`config.mk`:
```
export PLATFORM = sky130hd
export DESIGN_NAME = vga_out_stage
export DESIGN_NICKNAME = d
export VERILOG_FILES = /design/src/rtl/vga_pkg.sv /design/src/rtl/vga_delay_line.sv /design/src/rtl/vga_out_stage.sv
export SDC_FILE = /design/constraint.sdc
export NUM_CORES = 1
export LEC_CHECK = 0
export BUFFER_PORTS_ARGS = -buffer_cell sky130_fd_sc_hd__buf_2
export CORE_AREA = 5 5 63 79
export CTS_CLUSTER_DIAMETER = 120
export DETAILED_ROUTE_END_ITERATION = 10
export DIE_AREA = 0 0 68 84
export HOLD_SLACK_MARGIN = 0.03
export PLACE_DENSITY = 0.73
export SLEW_MARGIN = 20
export SYNTH_ARGS = -nofsm -noshare
export SYNTH_HDL_FRONTEND = slang
export SYNTH_SLANG_ARGS = --single-unit
```
`constraint.sdc`:
```
create_clock -name clk -period 1.75 [get_ports clk]
set_clock_uncertainty 0.15 [all_clocks]
set_input_delay 0.0875 -clock clk [delete_from_list [all_inputs] [get_ports clk]]
set_output_delay 0.0875 -clock clk [all_outputs]
set_load 0.01 [all_outputs]
```
`src/rtl/vga_pkg.sv`:
```
// Shared widths, 640x480 timing constants and the colour replication helper
// used by the VGA output stage.
package vga_pkg;

    localparam int RGB3_W    = 3;
    localparam int RED_W     = 5;
    localparam int GREEN_W   = 6;
    localparam int BLUE_W    = 5;
    localparam int H_DISPLAY = 640;
    localparam int V_DISPLAY = 480;

    // Replicates one source bit across the low 'width' bits (width <= 8).
    function automatic logic [7:0] expand_bits(input logic b, input int width);
        return b ? (8'hFF >> (8 - width)) : 8'h00;
    endfunction

endpackage

```
`src/rtl/vga_delay_line.sv`:
```
// Fixed-depth register shift line with asynchronous active-low reset and a
// configurable reset value loaded into every stage.
module vga_delay_line #(
    parameter int               WIDTH     = 1,
    parameter int               DEPTH     = 1,
    parameter logic [WIDTH-1:0] RESET_VAL = '0
) (
    input  logic             clk,
    input  logic             reset,
    input  logic [WIDTH-1:0] din,
    output logic [WIDTH-1:0] dout
);

    logic [WIDTH-1:0] stage_q [DEPTH];
    logic [WIDTH-1:0] stage_d [DEPTH];

    always_comb begin
        stage_d[0] = din;
        for (int i = 1; i < DEPTH; i++) begin
            stage_d[i] = stage_q[i-1];
        end
    end

    always_ff @(posedge clk or negedge reset) begin
        if (!reset) begin
            for (int i = 0; i < DEPTH; i++) begin
                stage_q[i] <= RESET_VAL;
            end
        end else begin
            for (int i = 0; i < DEPTH; i++) begin
                stage_q[i] <= stage_d[i];
            end
        end
    end

    assign dout = stage_q[DEPTH-1];

endmodule

```
`src/rtl/vga_out_stage.sv`:
```
// VGA pin output stage: aligned sync/colour pipeline, blanking, 5/6/5 expansion,
// frame counter and heartbeat. Optional test bars under macro VGA_TESTBAR_EN.
module vga_out_stage
    import vga_pkg::*;
#(
    parameter int LATENCY          = 2,
    parameter int VSYNC_ACTIVE_LOW = 1,
    parameter int HSYNC_ACTIVE_LOW = 1,
    parameter int FRAME_DIV        = 30
) (
    input  logic                 clk,
    input  logic                 reset,
    input  logic                 hsync_in,
    input  logic                 vsync_in,
    input  logic                 display_on,
    input  logic [9:0]           hpos,
    input  logic [9:0]           vpos,
    input  logic [RGB3_W-1:0]    rgb_in,
    input  logic                 pattern_sel,
    output logic                 hsync,
    output logic                 vsync,
    output logic [RED_W-1:0]     red,
    output logic [GREEN_W-1:0]   green,
    output logic [BLUE_W-1:0]    blue,
    output logic                 frame_start,
    output logic [15:0]          frame_count,
    output logic                 heartbeat
);

    localparam logic HS_IDLE = (HSYNC_ACTIVE_LOW != 0);
    localparam logic VS_IDLE = (VSYNC_ACTIVE_LOW != 0);
    localparam logic VS_ACT  = ~VS_IDLE;

    logic [RGB3_W-1:0] src_rgb;
    logic [RGB3_W-1:0] pix;
    logic [4:0]        pipe_in;
    logic [4:0]        pipe_out;
    logic              frame_edge;
    logic              vs_prev_q, vs_prev_d;
    logic [15:0]       frame_count_q, frame_count_d;
    logic [15:0]       div_cnt_q, div_cnt_d;
    logic              heartbeat_q, heartbeat_d;
    logic              unused_inputs;

    // Position inputs only feed the optional test-bar source.
    assign unused_inputs = ^{hpos, vpos, pattern_sel};

    always_comb begin
`ifdef VGA_TESTBAR_EN
        if (pattern_sel) begin
            src_rgb = (vpos[8:3] == 6'd0) ? 3'b111 : hpos[8:6];
        end else begin
            src_rgb = rgb_in;
        end
`else
        src_rgb = rgb_in;
`endif
        pix     = display_on ? src_rgb : '0;
        pipe_in = {hsync_in, vsync_in, pix};
    end

    vga_delay_line #(
        .WIDTH     (5),
        .DEPTH     (LATENCY),
        .RESET_VAL ({HS_IDLE, VS_IDLE, 3'b000})
    ) u_video_dly (
        .clk   (clk),
        .reset (reset),
        .din   (pipe_in),
        .dout  (pipe_out)
    );

    // Edge runs through its own equal-depth line so the pulse lines up with vsync at the pins.
    assign vs_prev_d  = vsync_in;
    assign frame_edge = (vsync_in == VS_ACT) && (vs_prev_q != VS_ACT);

    vga_delay_line #(
        .WIDTH     (1),
        .DEPTH     (LATENCY),
        .RESET_VAL (1'b0)
    ) u_edge_dly (
        .clk   (clk),
        .reset (reset),
        .din   (frame_edge),
        .dout  (frame_start)
    );

    always_comb begin
        frame_count_d = frame_count_q;
        div_cnt_d     = div_cnt_q;
        heartbeat_d   = heartbeat_q;
        if (frame_start) begin
            frame_count_d = frame_count_q + 16'd1;
            if (div_cnt_q == 16'(FRAME_DIV - 1)) begin
                div_cnt_d   = 16'd0;
                heartbeat_d = ~heartbeat_q;
            end else begin
                div_cnt_d = div_cnt_q + 16'd1;
            end
        end
    end

    always_ff @(posedge clk or negedge reset) begin
        if (!reset) begin
            vs_prev_q     <= VS_IDLE;
            frame_count_q <= 16'd0;
            div_cnt_q     <= 16'd0;
            heartbeat_q   <= 1'b0;
        end else begin
            vs_prev_q     <= vs_prev_d;
            frame_count_q <= frame_count_d;
            div_cnt_q     <= div_cnt_d;
            heartbeat_q   <= heartbeat_d;
        end
    end

    assign hsync       = pipe_out[4];
    assign vsync       = pipe_out[3];
    assign red         = RED_W'(expand_bits(pipe_out[0], RED_W));
    assign green       = GREEN_W'(expand_bits(pipe_out[1], GREEN_W));
    assign blue        = BLUE_W'(expand_bits(pipe_out[2], BLUE_W));
    assign frame_count = frame_count_q;
    assign heartbeat   = heartbeat_q;

endmodule

```
==> impl_metrics.toml <==
[synth]
synth_top_cell_by_area = "dfrtp_1"
async_reset_ff_share_pct = 100
syn_area_um2 = 1980
synthAdderAreaFrac_pct = 1.90
netlist.area_leader.share_pct = 51.8
seq_area_frac_synth_pct = 57.1
synth_edf_count = 0
synth_top_family_by_area = "simple AND/OR/NAND/NOR gates"
ys_top_cells_by_area = "dfrtp_1 52%, xor2_1 6.6%, xnor2_1 6.2%, dfstp_2 5.3%, buf_4 4.9%"
synth_warnings = 0
synth-main-ff-cell = "dfrtp_1"
synth-simple-area-share_pct = 20.7
ys_ff_latch = 45
syn_inst = 161
synth_most_common_cell = "dfrtp_1"
muxShareOfSynthArea_pct = 0.569
synth_compound_area_share_pct = 1.14
yosysUniqueCellTypes = 34
synth_xor_area_share_pct = 12.8
synth.avg_cell_area_um2 = 12.3
synth_common_cells = "41 x dfrtp_1, 15 x xor2_1, 14 x xnor2_1"
syn-num-nets = 193

[worst_setup_path]
cp_data_arrival_time_ps = 1710
end_kind = "flop"
start_kind = "flop"
timing_worst_setup_path_type = "reg -> reg"
cp_max_fo = 4
required_ps = 1820

[floorplanning]
initial_core_util_pct = 46.9
core_area_um2 = 4220
die-area_um2 = 5710
placementRows = 27
die_x_um = 68
fp.dieH_um = 84
io_pins = 65

[timing]
slew_headroom_pct = 64.1
setup-violations-final = 0
slew_viol_final = 0
period_share_pct = 93.7
hold_viol = 0
setup_ws_ps = 110
period_needed_ps = 1640
max_freq_mhz = 610
worst_pin_slew_ps = 539
rsz0062_at_grt = "false"
fin_tns_setup_ps = 0

[grt]
grt_max_degree = 46
grtUsageTotal_pct = 13.8
grt-ovfl-total = 0
grt_pass1_vias = 1289
grt_pass1_wl_um = 6000
grt_antenna_before_repair = 0

[clock_tree]
numCtsBuffers = 5
clk_latency_ps = 290
clk_pin_slew_ps = 80
cts_tree = "done"
cts-root-buf = "clkbuf_8"
postCtsSetupBuffers = 0
htreeDepth = 2
clk_path_buf_depth = 2
clock_sinks = 45

[place]
place.gp.congestion = 0.729
port_buffers = 43
dpl_worst_slack_ps = 76.9
hpwl_um = 2410

[outcome]
outcome = "complete, no violations"

[routing]
drt_iter0_drc = 63
via_per_inst = 4.70
vias = 1283
drc_errors = 0
firstDrtPassIters = 4
avgRoutedWirePerCell_um = 12.8
drt_wl_total_um = 3490
ant_nets = 0

[flow_run]
cap_violations = 0

[layout]
nets = 246
drive_gt1_share_pct = 33.5
area_growth_pct = 23.1
diodes = 0

[pwr]
irDropWorstVdd_v = 0.000590
p_per_area_nw_per_um2 = 1060
finalPower_mw = 2.59
power.leakage_nw = 1.28

[worst_hold_path]
hold_class = "reg -> reg"
==> flip-flops by register name, indices dropped and copies added, names as in the netlist <==
register and flops:
u_video_dly.stage_d 5, heartbeat 1, u_edge_dly.dout 1, u_video_dly.dout 5, div_cnt_q 16, u_edge_dly.stage_d 1
frame_count 16
==> per-stage QoR <==
step / utilization [%] / std cells / cell area (µm²) / hold WS (ps)
floorplan: - / 161 / 1980 / -358
global placement: 52.7 / 256 / 2230 / 42.5
detailed placement: 52.7 / 256 / 2230 / 43.7
CTS: 57.6 / 273 / 2430 / 208
global route: 57.7 / 273 / 2440 / 213
finish: 57.7 / 273 / 2440 / 207
==> placed cells by master (no fill, tap or decap), drive strengths merged, types with 2 or more instances in the layout <==
| master | Yosys | routed |
|---|---|---|
| nor2b | 2 | 2 |
| and4 | 2 | 2 |
| nand2 | 11 | 11 |
| nand3 | 7 | 7 |
| xor2 | 15 | 15 |
| dfrtp | 41 | 41 |
| buf | 13 | 51 |
| nor2 | 8 | 8 |
| nor4 | 4 | 4 |
| nand4 | 6 | 6 |
| xnor2 | 14 | 14 |
| inv | 3 | 3 |
| nand2b | 4 | 4 |
| and3 | 7 | 7 |
| dlygate4sd3 | 0 | 9 |
| and2 | 4 | 4 |
| clkbuf | 1 | 7 |
| dfstp | 4 | 4 |
| ha | 3 | 3 |
| nor3 | 3 | 3 |
==> worst paths after layout <==
kind	startpoint	to	slack, ps	cells past startpoint
setup / recovery	div_cnt_q[1]	heartbeat	110	6
hold / removal	u_video_dly.stage_d[4]	u_video_dly.dout[4]	210	0
setup reg to reg	div_cnt_q[1]	heartbeat	110	6
hold reg to reg	u_video_dly.stage_d[4]	u_video_dly.dout[4]	210	0
max in group asynchronous	reset	u_video_dly.stage_d[3]	830	3
min in group asynchronous	reset	frame_count[3]	240	3
==> report_power, final <==
part | internal, mW | switching, mW | total, mW
logic | 0.241 | 0.239 | 0.480
clock network | 0.465 | 0.329 | 0.794
registers | 1.17 | 0.152 | 1.32
total | 1.87 | 0.720 | 2.59
==> cell families after synthesis <==
family                   count (synthesis)
adder cells (fa/ha/maj)                  3
AO/OA/AOI/OAI                            4
multiplexers                             1
AND/OR/NAND/NOR                         62
flip-flops                              45
XOR/XNOR                                29
buffers and inverters                   17
==> critical path: stages, from the launching register on <==
cell and delay (ps):
dfrtp_1 420, inv_1 80, ha_1 130, nor3b_1 160
and4_2 290, and2_4 180, xor2_1 150
==> layout make-up <==
class,instances,area (µm²)
Clock inverter,1,30.0
Sequential cell,45,1130
Fill cell,356,1790
Inverter,3,11.3
Clock buffer,7,86.3
Tap cell,58,72.6
Timing Repair Buffer,60,365
Multi-Input combinational cell,99,739
==> routing by layer <==
metal	part of all wire [%]	global-route usage (%)	routed length, µm
met2	51	22.5	1790
met3	4.4	3.77	152
met5	0	0	0
met1	42	16.7	1480
met4	2.0	5.97	68
==> repair_timing <==
| item | 4_1_cts | 5_1_grt |
|---|---|---|
| endpoints found under the hold margin | 47 | 0 |
| hold buffers | 9 | 0 |
| setup endpoints to repair | 0 | 1 |
| resized for setup | 0 | 2 |
(Power assumes the default switching activity.)
